### src/rtl/bonsai_pkg.sv
`default_nettype none
// ---------------------------------------------------------------------------
// bonsai_pkg : shared constants and types for the merge-tree front end
// Revision   : 1.0
// ---------------------------------------------------------------------------
package bonsai_pkg;

    localparam int DEFAULT_DATA_WIDTH = 32;
    localparam int TERMINATOR         = 0;

    typedef enum logic [1:0] {
        FILL  = 2'd0,
        DRAIN = 2'd1,
        TERM  = 2'd2
    } presorter_state_e;

endpackage
`default_nettype wire

### src/rtl/presorter_insert_buf.sv
`default_nettype none
// ---------------------------------------------------------------------------
// presorter_insert_buf : ascending insertion buffer with stable shift-insert
// Revision             : 1.0
// ---------------------------------------------------------------------------
module presorter_insert_buf
    import bonsai_pkg::*;
#(
    parameter int DATA_WIDTH = DEFAULT_DATA_WIDTH,
    parameter int RUN_LEN    = 4
) (
    input  logic                       i_clk,
    input  logic                       i_rst_n,
    input  logic                       i_ins_en,
    input  logic [DATA_WIDTH-1:0]      i_din,
    input  logic [$clog2(RUN_LEN):0]   i_count,
    input  logic [$clog2(RUN_LEN)-1:0] i_rd_idx,
    output logic [DATA_WIDTH-1:0]      o_rd_data
);

    localparam int CNT_W = $clog2(RUN_LEN) + 1;

    logic [DATA_WIDTH-1:0] mem_q [RUN_LEN];
    logic [DATA_WIDTH-1:0] mem_d [RUN_LEN];
    logic [RUN_LEN-1:0]    w_ins;

    // w_ins marks the slots from the insertion point up to count; strict '>'
    // keeps the new item behind any equal items already stored.
    genvar i;
    generate
        for (i = 0; i < RUN_LEN; i++) begin : g_slot
            assign w_ins[i] = ((CNT_W'(i) < i_count) && (mem_q[i] > i_din))
                              || (CNT_W'(i) == i_count);
            if (i == 0) begin : g_first
                assign mem_d[i] = w_ins[i] ? i_din : mem_q[i];
            end else begin : g_rest
                assign mem_d[i] = !w_ins[i]    ? mem_q[i]   :
                                  w_ins[i-1]   ? mem_q[i-1] : i_din;
            end
        end
    endgenerate

    always_ff @(posedge i_clk or negedge i_rst_n) begin
        if (!i_rst_n) begin
            for (int k = 0; k < RUN_LEN; k++) mem_q[k] <= '0;
        end else if (i_ins_en) begin
            for (int k = 0; k < RUN_LEN; k++) mem_q[k] <= mem_d[k];
        end
    end

    assign o_rd_data = mem_q[i_rd_idx];

endmodule
`default_nettype wire

### src/rtl/run_presorter.sv
`default_nettype none
// ---------------------------------------------------------------------------
// run_presorter : sorts groups of RUN_LEN items into 0-terminated ascending
//                 runs, alternating between the two merger input FIFOs
// Revision      : 1.0
// ---------------------------------------------------------------------------
module run_presorter
    import bonsai_pkg::*;
#(
    parameter int DATA_WIDTH = DEFAULT_DATA_WIDTH,
    parameter int RUN_LEN    = 4
) (
    input  logic                  i_clk,
    input  logic                  i_rst_n,
    input  logic [DATA_WIDTH-1:0] i_data,
    input  logic                  i_valid,
    output logic                  o_ready,
    input  logic                  i_fifo_1_full,
    input  logic                  i_fifo_2_full,
    output logic                  o_fifo_1_write,
    output logic                  o_fifo_2_write,
    output logic [DATA_WIDTH-1:0] o_data,
    output logic                  o_busy
);

    localparam int CNT_W = $clog2(RUN_LEN) + 1;
    localparam int IDX_W = $clog2(RUN_LEN);

    presorter_state_e   state_q, state_d;
    logic [CNT_W-1:0]   count_q, count_d;
    logic [CNT_W-1:0]   rd_idx_q, rd_idx_d;
    logic               sel_q, sel_d;
    logic               run_q;
    logic               w_accept, w_sel_free, w_ins_en;
    logic [DATA_WIDTH-1:0] w_rd_data;

    presorter_insert_buf #(
        .DATA_WIDTH (DATA_WIDTH),
        .RUN_LEN    (RUN_LEN)
    ) u_buf (
        .i_clk      (i_clk),
        .i_rst_n    (i_rst_n),
        .i_ins_en   (w_ins_en),
        .i_din      (i_data),
        .i_count    (count_q),
        .i_rd_idx   (rd_idx_q[IDX_W-1:0]),
        .o_rd_data  (w_rd_data)
    );

    // run_q keeps o_ready low while reset is held, without a combinational
    // path from the reset pin.
    always_ff @(posedge i_clk or negedge i_rst_n) begin
        if (!i_rst_n) begin
            state_q  <= FILL;
            count_q  <= '0;
            rd_idx_q <= '0;
            sel_q    <= 1'b0;
            run_q    <= 1'b0;
        end else begin
            state_q  <= state_d;
            count_q  <= count_d;
            rd_idx_q <= rd_idx_d;
            sel_q    <= sel_d;
            run_q    <= 1'b1;
        end
    end

    assign o_ready    = run_q && (state_q == FILL) && (count_q < CNT_W'(RUN_LEN));
    assign w_accept   = i_valid && o_ready;
    assign w_sel_free = sel_q ? !i_fifo_2_full : !i_fifo_1_full;

    always_comb begin
        state_d  = state_q;
        count_d  = count_q;
        rd_idx_d = rd_idx_q;
        sel_d    = sel_q;
        w_ins_en = 1'b0;
        case (state_q)
            FILL: begin
                if (w_accept) begin
                    if (i_data == DATA_WIDTH'(TERMINATOR)) begin
                        if (count_q != '0) begin
                            state_d  = DRAIN;
                            rd_idx_d = '0;
                        end
                    end else begin
                        w_ins_en = 1'b1;
                        count_d  = count_q + CNT_W'(1);
                        if (count_d == CNT_W'(RUN_LEN)) begin
                            state_d  = DRAIN;
                            rd_idx_d = '0;
                        end
                    end
                end
            end
            DRAIN: begin
                if (w_sel_free) begin
                    rd_idx_d = rd_idx_q + CNT_W'(1);
                    if (rd_idx_q == count_q - CNT_W'(1)) state_d = TERM;
                end
            end
            TERM: begin
                if (w_sel_free) begin
                    sel_d   = !sel_q;
                    count_d = '0;
                    state_d = FILL;
                end
            end
            default: state_d = FILL;
        endcase
    end

    assign o_fifo_1_write = (state_q != FILL) && !sel_q && !i_fifo_1_full;
    assign o_fifo_2_write = (state_q != FILL) &&  sel_q && !i_fifo_2_full;
    assign o_data         = (state_q == DRAIN) ? w_rd_data : '0;
    assign o_busy         = (state_q != FILL) || (count_q != '0);

endmodule
`default_nettype wire

### config.mk
export PLATFORM = sky130hd
export DESIGN_NAME = run_presorter
export DESIGN_NICKNAME = d
export VERILOG_FILES = /design/src/rtl/bonsai_pkg.sv /design/src/rtl/presorter_insert_buf.sv /design/src/rtl/run_presorter.sv
export SDC_FILE = /design/constraint.sdc
export NUM_CORES = 1
export LEC_CHECK = 0
export CAP_MARGIN = 20
export CORE_AREA = 2 2 129 131
export CTS_CLUSTER_DIAMETER = 60
export DETAILED_ROUTE_END_ITERATION = 10
export DIE_AREA = 0 0 131 133
export MAX_ROUTING_LAYER = met4
export PLACE_DENSITY = 0.87
export SYNTH_ARGS = -nofsm -noshare
export SYNTH_HDL_FRONTEND = slang
export SYNTH_SLANG_ARGS = --single-unit
### constraint.sdc
create_clock -name i_clk -period 7.32 [get_ports i_clk]
set_input_delay 2.196 -clock i_clk [delete_from_list [all_inputs] [get_ports i_clk]]
set_output_delay 2.196 -clock i_clk [all_outputs]
set_load 0.02 [all_outputs]
Word level (Yosys, flattened, before mapping). Index checks and enable logic that the tools add are counted.

Bits in registers: 138. Latch bits: 0. Bits in writable memories: 0. ROM bits: 0. Input port bits: 37. Memories: 0.

Add/sub/neg operators: 3. Multipliers: 0. Divide/modulo/power cells: 0. $lt $le $gt $ge: 10. Equal/unequal tests: 14. Shifts and indexed selects: 0. Multiplexer cells: 29. Bitwise operators: 1. Reductions and logical operators: 34.

Operators by type and width (count): $mux W32 (6); $gt A32 B32 Y1 (4); $bmux W32 S2 (1); $logic_not A32 Y1 (1); $mux W3 (8); $mux W2 (7); $pmux W3 S2 (2); $logic_and A1 B1 Y1 (11); $ne A2 B2 Y1 const B (5); $reduce_and A2 Y1 (5); $add A3 B1 Y3 const B (2); $eq A2 B3 Y1 const A (2); $lt A1 B3 Y1 const A (2); $lt A2 B3 Y1 const A (2); $pmux W2 S3 (1); $reduce_and A6 Y1 (1); $reduce_bool A2 Y1 (3); $logic_or A1 B1 Y1 (5); $reduce_and A5 Y1 (1); $mux W1 (4); $reduce_and A4 Y1 (1); $eq A1 B3 Y1 const A (1); $eq A3 B3 Y1 (1); $eq A3 B3 Y1 const B (1); other kinds (12) (14).

Depth between registers and ports, before layout. Gate-level depths: netlist of run 1.

Depth in word-level cells: 7. Mapped depth: 11. Gate-level depth less buffers: 9.

Cells and area by module. From an unflattened synthesis of run 1, not the netlist that was laid out.

Cell total of the unflattened synthesis: 1021. Area, all modules: 10672.7 µm².

By module, submodules not included: presorter_insert_buf (instances 1, cells an instance 901, area an instance 9689.3 µm²); run_presorter (instances 1, cells an instance 120, area an instance 983.4 µm²).

Worst setup path after synthesis of run 1. No wires, ideal clock.

Path kind: input to output. Start point: input i_fifo_2_full. End point: output o_fifo_2_write. Data arrival time: 2.723 ns. Data required time: 5.124 ns. Path slack: 2.401 ns. Cell stages on the path: 1. Path through: nor3b_1.

Word-level cells in the longest chain between the ends: 2.

RTL lines: start: declaration (line run_presorter.sv:19) `input logic i_fifo_2_full,`; $logic_not A1 Y1 (line run_presorter.sv:114) `assign o_fifo_2_write = (state_q != FILL) && sel_q && !i_fifo_2_full;`; $logic_and A1 B1 Y1 (line run_presorter.sv:114); end: declaration (line run_presorter.sv:21) `output logic o_fifo_2_write,`.

Every way passes these cells.

Final worst setup path of run 1.
Start point: input i_data[15]. End point: register u_buf.mem_q[18] (netlist name).

Word-level cells in the longest chain between the ends: 5. Elaborated cells between the ends (all ways): 12. Those cells by class: order compare (2); mux (4); reduce/logical (6).

RTL lines: start: declaration (line run_presorter.sv:15) `input logic [DATA_WIDTH-1:0] i_data,`; branches (longest 5 deep; another with $gt A32 B32 Y1); end: declaration (line presorter_insert_buf.sv:23) `logic [DATA_WIDTH-1:0] mem_q [RUN_LEN];`.

Several ways; the timed one is not identified. A chain may end at the register's enable or synchronous reset.

==> results.txt, run 1 <==
The top cell type by total area after synthesis is sky130_fd_sc_hd__dfrtp_1. Sequential cells account for 29.2% of the total power. The post-synthesis async set-or-reset flop share came out at 100%.

The sequential area share after synthesis came out at 33.6%. Per report_power, the clock group accounts for 17.2% of the total. Traced cell by cell, the critical path runs through clkdlybuf4s50_1 -> inv_1 -> ha_1 -> nand4_1 -> nor4_1 -> nor3b_1 -> o41ai_1 -> nand3_2 -> buf_4 -> mux2i_1 -> a21oi_1. By area the synthesized netlist is led by sky130_fd_sc_hd__dfrtp_1 (34%), sky130_fd_sc_hd__ha_1 (16%), sky130_fd_sc_hd__mux2i_1 (9.5%). The maximum achievable frequency came out at 171 MHz.

The count of H-tree levels built during CTS came out at 4. The fraction of final layout cells sized beyond drive strength 1 came out at 14.6%. The largest fanout of any net on the critical path is 17. The number of unique standard cell types used by synthesis came out at 59. Global routing used 35.4% of the available tracks across all layers.

The total core area came out at 16200 µm². The max-slew headroom at the worst pin is 37.7%. STA puts the critical path data required time at 7.62 ns.

The iteration-0 DRC count of the detailed router came out at 964. At the pin with the least slew margin, the transition time is 0.935 ns. The clock-pin slew of the registers on the worst-case setup and hold paths came out at 0.06 ns. Broken down by cell family, the worst path's largest delay share belongs to simple AND/OR/NAND/NOR gates. The post-synthesis instance total is 970. After detailed routing, the number of remaining DRC violations is 0. The tightest min-delay check is of the flip-flop to flip-flop type. The clock sink count came out at 138.

The tree is rooted in a sky130_fd_sc_hd__clkbuf_16. The mean number of vias per cell came out at 6.62. The synthesis-stage register bit count came out at 138. The maximum vdd ir drop came out at 0.310 mV. On the worst path, the slowest cell contributes a delay of 0.71 ns. The TritonCTS buffer count came out at 17.

The total power per unit cell area came out at 478 nW/µm². The final layout contains routed wiring with a total length of 28200 µm. Power comes to 5650 µW.

For this design, the slowest cell found on the critical path is sky130_fd_sc_hd__nand3_2. The number of buffers and inverters on the critical path is 3. The number of antenna diodes in the final layout is 0. The per-instance average area after synthesis came out at 10.6 µm². Data arrives at the worst endpoint at 6.15 ns. The number of flops mapped to enable cells by yosys came out at 0.

In the layout the commonest cells are sky130_fd_sc_hd__dfrtp_1 (137), sky130_fd_sc_hd__ha_1 (135), sky130_fd_sc_hd__a21oi_1 (111). The first TritonRoute pass finished after 7 iterations. After clock tree synthesis, the repair step resized 0 gates.

The wire length of the first global-routing pass is 45800 µm. The routed wirelength normalized by instance count came out at 22.4 µm. The initial core utilization came out at 63.6%.

The analysis attributes to cell leakage a power of 0.00515 µW. The insertion delay of the later-clocked pin in the worst-skew pair came out at 0.45 ns. The final sum of negative setup slack is 0 ns. The count of input and output buffers is 72. The period utilization is 79.9%. Per report_power, the combinational group accounts for 53.6% of the total. STA classifies the critical path endpoint as a flip-flop. The count of pins on the block boundary is 73. The setup violation total in the final timing report came out at 0. The hold violation total from the final report came out at 0. Once detailed placement completed, the half-perimeter wirelength came to 18900 µm. The max-slew violation count is 0. The total routed wire length on the met1 layer is 11500 µm.

The number of fillers in the final layout came out at 1071. The sort of element at the start of the critical path is an input port. The flow ran to the end, and the final reports show no timing, DRC or antenna violations. After detailed routing, no signal wire sits above met4. The clock skew is 0.00880 ns.

The row count came out at 47. The overall overflow remaining after global route came out at 0. The worst setup path is of the input port to flip-flop kind.

The hold slack is 0.566 ns. The die area is 17400 µm². The switching share of power came out at 43.3%.

The remaining number of nets flagged by the antenna check after routing is 0. The synthesis warning total is 0. When the netlist entered floorplanning its net count stood at 1142. Setup repair after global routing left no endpoint under its margin. The height of the chip came out at 133 µm. The routed wire length on met2 is 13300 µm. The internal power component came out at 3200 µW. The post-CTS setup-driven buffer insertion count is 0.

After layout, the minimum clock period comes to 5.85 ns. The number of hold buffers added after CTS was 0. The largest net degree at the start of global routing came out at 73. The number of global-route vias before repair was 8450. The routability-driven placement congestion ratio came out at 0.965.

TritonCTS built the clock tree. The most used flip-flop cell after synthesis is sky130_fd_sc_hd__dfrtp_1. In this run the horizontal extent of the chip is 131 µm. The met3 layer wire length in the routed design is 2270 µm. The clock passes through at most 2 buffers. After synthesis, the largest area contributor takes up 33.6% of total cell area. The number of nets at the end of the flow came out at 1200. The number of vias in the routed layout is 8346. From synthesis to final layout, the design area changed by 14.8%. Leaving out fill and tap cells, the most frequent cell in the layout is sky130_fd_sc_hd__dfrtp_1. The area of the mapped netlist came out at 10300 µm². The initial antenna violation count came to 0.

The number of maximum-capacitance violations is 0. The analysis attributes to net switching a power of 2440 µW.
[synthesized netlist by cell type, drive strengths merged (2+ instances only)]
cell / instances
a211oi: 2
xnor2: 2
mux2: 33
a2111o: 2
nand2: 22
o21a: 3
or4: 2
nand3: 15
nand4: 32
mux2i: 98
buf: 32
nand2b: 4
and4: 2
o31ai: 4
nor2b: 36
a221o: 2
a31oi: 3
clkbuf: 14
nor3: 6
inv: 43
xor2: 2
nor2: 104
a21o: 7
o21ai: 14
a21oi: 139
o2bb2ai: 2
ha: 135
o221ai: 2
a21boi: 2
o22ai: 3
nor4: 16
o211ai: 4
dfrtp: 138
or3: 2
nor3b: 2
mux4: 32
[worst reg2reg max path, delay by kind of cell, from the launching register on]
family,cells,cell delay [ns]
and+or+nand+nor,4,1.68
buffers and inverters,1,0.50
DFF,1,0.43
adders and majority gates,1,0.35
AOI/OAI and AO/OA,2,0.31
muxes,1,0.29
[state kept, by name (all words and copies together), names as in the netlist]
register     cells
rd_idx_q         3
count_q          3
sel_q            1
state_q          2
u_buf.mem_q    128
run_q            1
[worst paths after layout]
path | endpoint | depth (start not counted) | slack [ns] | from
worst min-delay path | sel_q | 1 | 0.57 | sel_q
worst max register to register | u_buf.mem_q[18] | 9 | 3.61 | u_buf.mem_q[46]
worst min register to register | sel_q | 1 | 0.57 | sel_q
min in group asynchronous | sel_q | 1 | 1.75 | i_rst_n
max in group asynchronous | u_buf.mem_q[15] | 2 | 4.25 | i_rst_n
worst max-delay path | u_buf.mem_q[18] | 11 | 1.47 | i_data[15]
[metrics by stage]
stage / util (%) / area (µm²) / setup slack [ns] / instances
2_1_floorplan: - / 10300 / 2.40 / 970
3_3_place_gp: 69.0 / 11200 / 1.44 / 1229
3_5_place_dp: 69.0 / 11200 / 1.27 / 1229
4_1_cts: 73.0 / 11800 / 1.57 / 1261
5_1_grt: 73.0 / 11800 / 1.26 / 1261
6_report: 73.0 / 11800 / 1.47 / 1261
[cell type report]
cell class,instances,area (µm²),area share (%)
Clock buffer,18,429,3.64
Tap cell,220,275,2.33
Clock inverter,14,220,1.87
Sequential cell,138,3450,29.3
Multi-Input combinational cell,743,6420,54.4
Inverter,43,161,1.37
Timing Repair Buffer,85,845,7.16
[metal layers]
| layer | global-route usage (%) | vias to the layer above |
|---|---|---|
| li1 | - | 3686 |
| met4 | 16.4 | 0 |
| met3 | 7.40 | 111 |
| met5 | - | - |
| met2 | 52.4 | 464 |
| met1 | 46.6 | 4085 |
[cell families (layout without fill, tap and decap cells)]
logic type               count (synthesis)  count (layout)  share of synthesized area, %
multiplexers                           163             163                          21.3
AO/OA/AOI/OAI                          194             194                          12.1
AND/OR/NAND/NOR                        246             246                          11.9
XOR/XNOR                                 4               4                         0.341
flip-flops                             138             138                          33.6
other                                    1               1                        0.0365
buffers and inverters                   89             160                          4.34
adder cells (fa/ha/maj)                135             135                          16.4
[power by group through the flow]
stage	clock network, µW	registers [µW]	logic [µW]
detailed placement	0	1620	2920
floorplan	0	1430	2290
CTS	970	1620	2990
global route	1000	1690	3280
global placement	0	1600	2820
finish	970	1650	3030
No activity file was read; power rests on OpenSTA's default activity.
==> run 2: changes to the inputs <==
- CORE_AREA: 2 2 129 131 -> 2 2 134 136
- DIE_AREA: 0 0 131 133 -> 0 0 136 138
- PLACE_DENSITY: 0.87 -> 0.82
- clock period: 7.32 -> 6 ns (I/O delays scaled with it)
==> results.txt, run 2 (synthesis gave the netlist of run 1 again) <==
The data required time at the worst endpoint came out at 6.29 ns (was 7.62 ns). The max-slew violation count is 0 (unchanged). The number of maximum-capacitance violations came to 0 (unchanged). The post-placement worst setup slack came to 0.614 ns (was 1.27 ns). The hold violation total from the final report came out at 0 (unchanged). The total core area came out at 17500 µm² (was 16200 µm²). The TritonCTS clock tree is yes (unchanged). The maximum achievable frequency came out at 200 MHz. The number of nets at the end of the flow came out at 1209 (was 1200). The combined buffer and inverter count along the critical path came out at 3 (unchanged). The register with the most flip-flops was u_buf.mem_q (unchanged). The setup violation total in the final timing report came out at 0 (unchanged). The worst-case setup margin in the final layout came out at 0.999 ns (was 1.47 ns). The path class of the lowest-slack min-delay path is flip-flop to flip-flop (unchanged). The measured slew at the worst slew-check pin is 0.992 ns (was 0.935 ns). The count of pins on the block boundary came out at 73 (unchanged). The clock-pin slew of the registers on the worst-case setup and hold paths is 0.06 ns (about the same). The die extent in x is 136 µm (was 131 µm).

The wire length of the first global-routing pass is 43900 µm (was 45800 µm). The count of unresolved DRC violations after routing was 0 (unchanged). The fraction of final layout cells sized beyond drive strength 1 is 14.6% (about the same).

The number of search-and-repair iterations in the first detailed-routing pass came to 5 (was 7). The total wire length after detailed routing came out at 27300 µm (was 28200 µm). The initial antenna violation count was 0 (unchanged).

The largest fanout of any net on the critical path came to 11 (was 17). The overall overflow remaining after global route came out at 0 (unchanged). The post-route minimum period is 5.00 ns. The insertion delay of the later-clocked pin in the worst-skew pair is 0.43 ns (was 0.45 ns).

The core occupancy in the finished layout came out at 67.0% (was 73.0%). The routability-driven placement congestion ratio is 0.955 (was 0.965). Chain of cells forming the critical path: clkdlybuf4s50_1 -> inv_1 -> ha_1 -> nor2b_1 -> o211ai_1 -> a2111oi_0 -> o41ai_1 -> nand3_2 -> buf_4 -> mux2i_1 -> a21oi_1 (was clkdlybuf4s50_1 -> inv_1 -> ha_1 -> nand4_1 -> nor4_1 -> nor3b_1 -> o41ai_1 -> nand3_2 -> buf_4 -> mux2i_1 -> a21oi_1). The clock sink count came out at 138 (unchanged). The routed wirelength normalized by instance count is 21.4 µm (was 22.4 µm). The leading cell type in the layout, fill and taps excluded is sky130_fd_sc_hd__dfrtp_1 (unchanged). The mean number of vias per cell came out at 6.30 (was 6.62). The final cell count without fillers came out at 1274 (was 1261). The max-slew headroom at the worst pin came out at 33.9% (was 37.7%). The overall routing resource usage is 30.9% (was 35.4%). The row count came out at 49 (was 47). The sort of element at the start of the critical path was an input port (unchanged). The die area is 18800 µm² (was 17400 µm²). Largest regs: u_buf.mem_q (128), count_q (3), rd_idx_q (3) (unchanged). The count of H-tree levels built during CTS is 4 (unchanged). The initial core utilization came out at 58.6% (was 63.6%). The count of cells resized by post-cts repair came out at 0 (unchanged). The largest delay contributor family on the critical path is buffers and inverters (was simple AND/OR/NAND/NOR gates).

The largest net degree at the start of global routing came to 106 (was 73). The class of the most critical setup path is input port to flip-flop (unchanged). The cell at the root of the clock tree is sky130_fd_sc_hd__clkbuf_16 (unchanged).

The number of buffers on the longest clock path is 2 (unchanged). The count of input and output buffers came out at 72 (unchanged). RSZ-0062 raised after global routing: false (unchanged). The critical path capture point type was a flip-flop (unchanged). The post-CTS setup-driven buffer insertion count is 0 (unchanged). The flip-flop count of the largest register after layout is 128 (unchanged).

The placed wire-length estimate after detailed placement is 19300 µm (was 18900 µm). The number of placed instances with taps included is 1245 (was 1229). The count of inserted antenna diode cells came out at 0 (unchanged). The number of global-route vias before repair is 8059 (was 8450). The TritonCTS buffer count was 17 (unchanged). The maximum vdd ir drop came out at 0.354 mV (was 0.310 mV). The growth of design area from synthesis to finish is 14.3% (was 14.8%). The height of the chip came out at 138 µm (was 133 µm). The data arrival time at the worst-slack endpoint came out at 5.29 ns (was 6.15 ns). The clock skew was 0.00748 ns (was 0.00880 ns). The period utilization came out at 83.4%. The total power per unit cell area is 568 nW/µm² (was 478 nW/µm²). The remaining number of nets flagged by the antenna check after routing is 0 (unchanged). The leakage power of the design came out at 0.00514 µW (was 0.00515 µW). Most frequent cells in the layout: sky130_fd_sc_hd__dfrtp_1 (137), sky130_fd_sc_hd__ha_1 (135), sky130_fd_sc_hd__a21oi_1 (111) (unchanged).

The number of vias in the routed layout is 8026 (was 8346). The cts-stage hold buffer count is 0 (unchanged). The peak per-stage delay on the critical path is 0.71 ns (about the same). The standard cell with the maximum stage delay on the critical path is sky130_fd_sc_hd__o41ai_1 (was sky130_fd_sc_hd__nand3_2).

The iteration-0 DRC count of the detailed router came out at 598 (was 964). Status: completed (unchanged). The final sum of negative setup slack is 0 ns (unchanged).
-- run 2: changes by cell type in the layout (fill, tap and decap cells not counted), sizes merged --
cell,before,now
buf,14,23
bufinv,5,1
clkbuf,18,24
clkinv,3,1
clkinvlp,4,1
inv,45,43
-- run 2: per-layer routing --
layer / GRT usage [%] / vias up / share of wire (%)
li1: - / 3686 / -
met2: 46.9 / 285 / 47
met1: 42.2 / 4004 / 45
met5: - / - / 0
met4: 9.21 / 0 / 2.0
met3: 6.12 / 51 / 6.1
-- run 2: cell type report --
| class | count | area, µm² |
|---|---|---|
| Tap cell | 229 | 287 |
| Fill cell | 1363 | 5780 |
| Clock buffer | 24 | 482 |
| Clock inverter | 3 | 42.5 |
| Inverter | 43 | 161 |
| Multi-Input combinational cell | 743 | 6420 |
| Timing Repair Buffer | 94 | 907 |
| Sequential cell | 138 | 3450 |
-- run 2: path summary, 6_finish.rpt --
check                      slack [ns]         endpoint  depth (start not counted)             from
max                               1.0  u_buf.mem_q[25]                         11        i_data[1]
min                              0.56  u_buf.mem_q[20]                          2  u_buf.mem_q[20]
max reg2reg                      2.69  u_buf.mem_q[25]                          9  u_buf.mem_q[46]
min reg2reg                      0.56  u_buf.mem_q[20]                          2  u_buf.mem_q[20]
max in group asynchronous        3.44  u_buf.mem_q[37]                          2          i_rst_n
min in group asynchronous        1.52  u_buf.mem_q[43]                          1          i_rst_n
-- run 2: stage by stage --
step | hold slack, ns | power, µW | area (µm²)
floorplan | 0.503 | 4530 | 10300
global placement | 0.531 | 5490 | 11200
detailed placement | 0.531 | 5610 | 11200
CTS | 0.550 | 6620 | 11700
global route | 0.586 | 7100 | 11800
finish | 0.562 | 6670 | 11800
-- run 2: report_power, final --
part           internal, µW  total, µW  switching [µW]  leakage, µW
sequential             1400       1980             573      0.00159
clock                   590        981             391     0.000254
combinational          1810       3720            1910      0.00330
-- run 2: worst register-to-register path, stage by stage (launching register included) --
cell	delay, ns
sky130_fd_sc_hd__dfrtp_1	0.42
sky130_fd_sc_hd__ha_1	0.35
sky130_fd_sc_hd__a21oi_1	0.19
sky130_fd_sc_hd__nand2_1	0.07
sky130_fd_sc_hd__a21o_1	0.21
sky130_fd_sc_hd__o41ai_1	0.74
sky130_fd_sc_hd__nand3_2	0.52
sky130_fd_sc_hd__buf_4	0.37
sky130_fd_sc_hd__mux2i_1	0.20
sky130_fd_sc_hd__a21oi_1	0.11
==> run 3: changes to the inputs <==
- CORE_AREA: 2 2 134 136 -> 2 2 140 142
- DIE_AREA: 0 0 136 138 -> 0 0 142 144
- PLACE_DENSITY: 0.82 -> 0.79
- clock period: 6 -> 4.3 ns (I/O delays scaled with it)
==> results.txt, run 3 (synthesis gave the netlist of run 1 again) <==
Status: completed (unchanged). The path class of the lowest-slack min-delay path was flip-flop to flip-flop (unchanged). The wire length of the first global-routing pass was 45400 µm (was 43900 µm).

The number of buffers on the longest clock path came to 2 (unchanged). The maximum achievable frequency came out at 249 MHz. The total core area is 19100 µm² (was 17500 µm²). The number of fillers in the final layout is 1424 (was 1363). The sort of element at the start of the critical path is a flip-flop (was input port). The total power per unit cell area is 793 nW/µm² (was 568 nW/µm²).

The clock-pin slew of the registers on the worst-case setup and hold paths came out at 0.06 ns (about the same). The hold violation total from the final report came out at 0 (unchanged). The growth of design area from synthesis to finish is 19.6% (was 14.3%). The height of the chip came out at 144 µm (was 138 µm).

The count of input and output buffers came to 72 (unchanged). The overall routing resource usage is 29.8% (was 30.9%). The period utilization is 93.5%. The largest net degree at the start of global routing came out at 87 (was 106). The cell area after layout came out at 12300 µm² (was 11800 µm²). The largest fanout of any net on the critical path was 22 (was 11). The number of global-route vias before repair is 8325 (was 8059). The fraction of final layout cells sized beyond drive strength 1 came out at 18.6% (was 14.6%). The final sum of negative setup slack is 0 ns (unchanged). The number of maximum-capacitance violations came out at 0 (unchanged). RSZ-0062 raised after global routing: false (unchanged). The remaining number of nets flagged by the antenna check after routing is 0 (unchanged). The total wire length after detailed routing is 28000 µm (was 27300 µm). The leakage power of the design came out at 0.00542 µW (was 0.00514 µW). The max-slew headroom at the worst pin is 42.5% (was 33.9%). The cell at the root of the clock tree was sky130_fd_sc_hd__clkbuf_16 (unchanged). The number of search-and-repair iterations in the first detailed-routing pass is 5 (unchanged). The flip-flop count of the largest register after layout came out at 128 (unchanged). The TritonCTS buffer count is 17 (unchanged).

The iteration-0 DRC count of the detailed router came out at 774 (was 598). The overall overflow remaining after global route is 0 (unchanged). The critical path capture point type is a primary output (was flip-flop). The register with the most flip-flops was u_buf.mem_q (unchanged). The data arrival time at the worst-slack endpoint came out at 2.73 ns (was 5.29 ns).

The count of cells resized by post-cts repair came out at 0 (unchanged). The leading cell type in the layout, fill and taps excluded was sky130_fd_sc_hd__dfrtp_1 (unchanged). The maximum vdd ir drop was 0.460 mV (was 0.354 mV). The TritonCTS clock tree was yes (unchanged).

Most frequent cells in the layout: sky130_fd_sc_hd__dfrtp_1 (137), sky130_fd_sc_hd__ha_1 (135), sky130_fd_sc_hd__a21oi_1 (111) (unchanged). The post-CTS setup-driven buffer insertion count was 0 (unchanged). The count of pins on the block boundary is 73 (unchanged). The class of the most critical setup path is flip-flop to primary output (was input port to flip-flop).

The count of inserted antenna diode cells is 0 (unchanged). The die extent in x came out at 142 µm (was 136 µm). The max-slew violation count came to 0 (unchanged). The row count is 51 (was 49). The measured slew at the worst slew-check pin was 0.863 ns (was 0.992 ns). The die area came to 20400 µm² (was 18800 µm²). The data required time at the worst endpoint came to 3.01 ns (was 6.29 ns). The number of nets at the end of the flow came out at 1250 (was 1209). The routed wirelength normalized by instance count came out at 21.1 µm (was 21.4 µm). The count of unresolved DRC violations after routing came to 0 (unchanged). The area after detailed placement is 11700 µm² (was 11200 µm²). The clock sink count came out at 138 (unchanged). The post-route minimum period came out at 4.02 ns. The initial core utilization came to 53.9% (was 58.6%). Largest regs: u_buf.mem_q (128), count_q (3), rd_idx_q (3) (unchanged).

The cts-stage hold buffer count is 0 (unchanged). The clock skew came to 0.00975 ns (was 0.00748 ns). The number of vias in the routed layout is 8183 (was 8026). The mean number of vias per cell is 6.16 (was 6.30). The routability-driven placement congestion ratio is 0.962 (was 0.955). The insertion delay of the later-clocked pin in the worst-skew pair is 0.44 ns (was 0.43 ns). The setup violation total in the final timing report was 0 (unchanged). The initial antenna violation count is 0 (unchanged). The count of H-tree levels built during CTS is 4 (unchanged). The placed wire-length estimate after detailed placement came out at 20400 µm (was 19300 µm).
run 3: cell types whose count changed in the layout (fill, tap and decap cells not counted), moves of 3 or more:
| cell | previous run | this run |
|---|---|---|
| sky130_fd_sc_hd__clkinvlp_4 | 1 | 4 |
| sky130_fd_sc_hd__clkbuf_1 | 4 | 0 |
| sky130_fd_sc_hd__buf_4 | 19 | 52 |
| sky130_fd_sc_hd__buf_12 | 1 | 11 |
| sky130_fd_sc_hd__bufinv_16 | 1 | 4 |
run 3: final timing paths:
check | cells after the start | slack [ns] | start | endpoint
min | 1 | 0.53 | sel_q | sel_q
min in group asynchronous | 1 | 0.89 | i_rst_n | u_buf.mem_q[75]
max | 4 | 0.28 | rd_idx_q[0] | o_data[21]
max reg2reg | 9 | 1.40 | u_buf.mem_q[110] | u_buf.mem_q[96]
min reg2reg | 1 | 0.53 | sel_q | sel_q
max in group asynchronous | 2 | 2.55 | i_rst_n | u_buf.mem_q[29]
run 3: metal layers:
| metal | vias to the layer above | wire [µm] | GRT usage, % |
|---|---|---|---|
| met5 | - | 0 | - |
| met4 | 0 | 749 | 10.7 |
| met3 | 63 | 1920 | 4.54 |
| met2 | 329 | 13200 | 47.0 |
| met1 | 4009 | 12100 | 39.3 |
| li1 | 3782 | - | - |
run 3: final cells by class:
class / instances / area, µm² / share of cell area [%]
multi-input combinational: 743 / 6420 / 52.2
sequential: 138 / 3450 / 28.1
timing repair buffer: 135 / 1330 / 10.8
clock buffer: 18 / 439 / 3.57
tap: 238 / 298 / 2.42
clock inverter: 14 / 195 / 1.59
inverter: 43 / 161 / 1.31
run 3: metrics by stage:
step                      utilization, %  hold slack (ns)  power [µW]  setup WS [ns]  instances
final                               64.5            0.534        9750          0.281       1329
after global routing                64.5            0.577       10400          0.152       1329
after CTS                           64.5            0.541        9700          0.226       1329
after detailed placement            61.1            0.533        8060       -0.00411       1297
after global placement              61.1            0.521        7860         0.0341       1297
after floorplan                        -            0.503        6320          0.779        970
run 3: report_power, final:
| group | switching [µW] | internal [µW] | leakage, µW |
|---|---|---|---|
| Sequential | 802 | 1950 | 0.00159 |
| Clock | 603 | 987 | 0.000299 |
| Combinational | 2710 | 2690 | 0.00353 |
| Total | 4120 | 5630 | 0.00542 |
run 3: critical path, cell delays in order (launching register included):
cell and delay (ns):
sky130_fd_sc_hd__dfrtp_2 0.73, sky130_fd_sc_hd__buf_12 0.30, sky130_fd_sc_hd__mux4_2 0.55, sky130_fd_sc_hd__nor2b_1 0.15
sky130_fd_sc_hd__clkdlybuf4s50_1 0.55
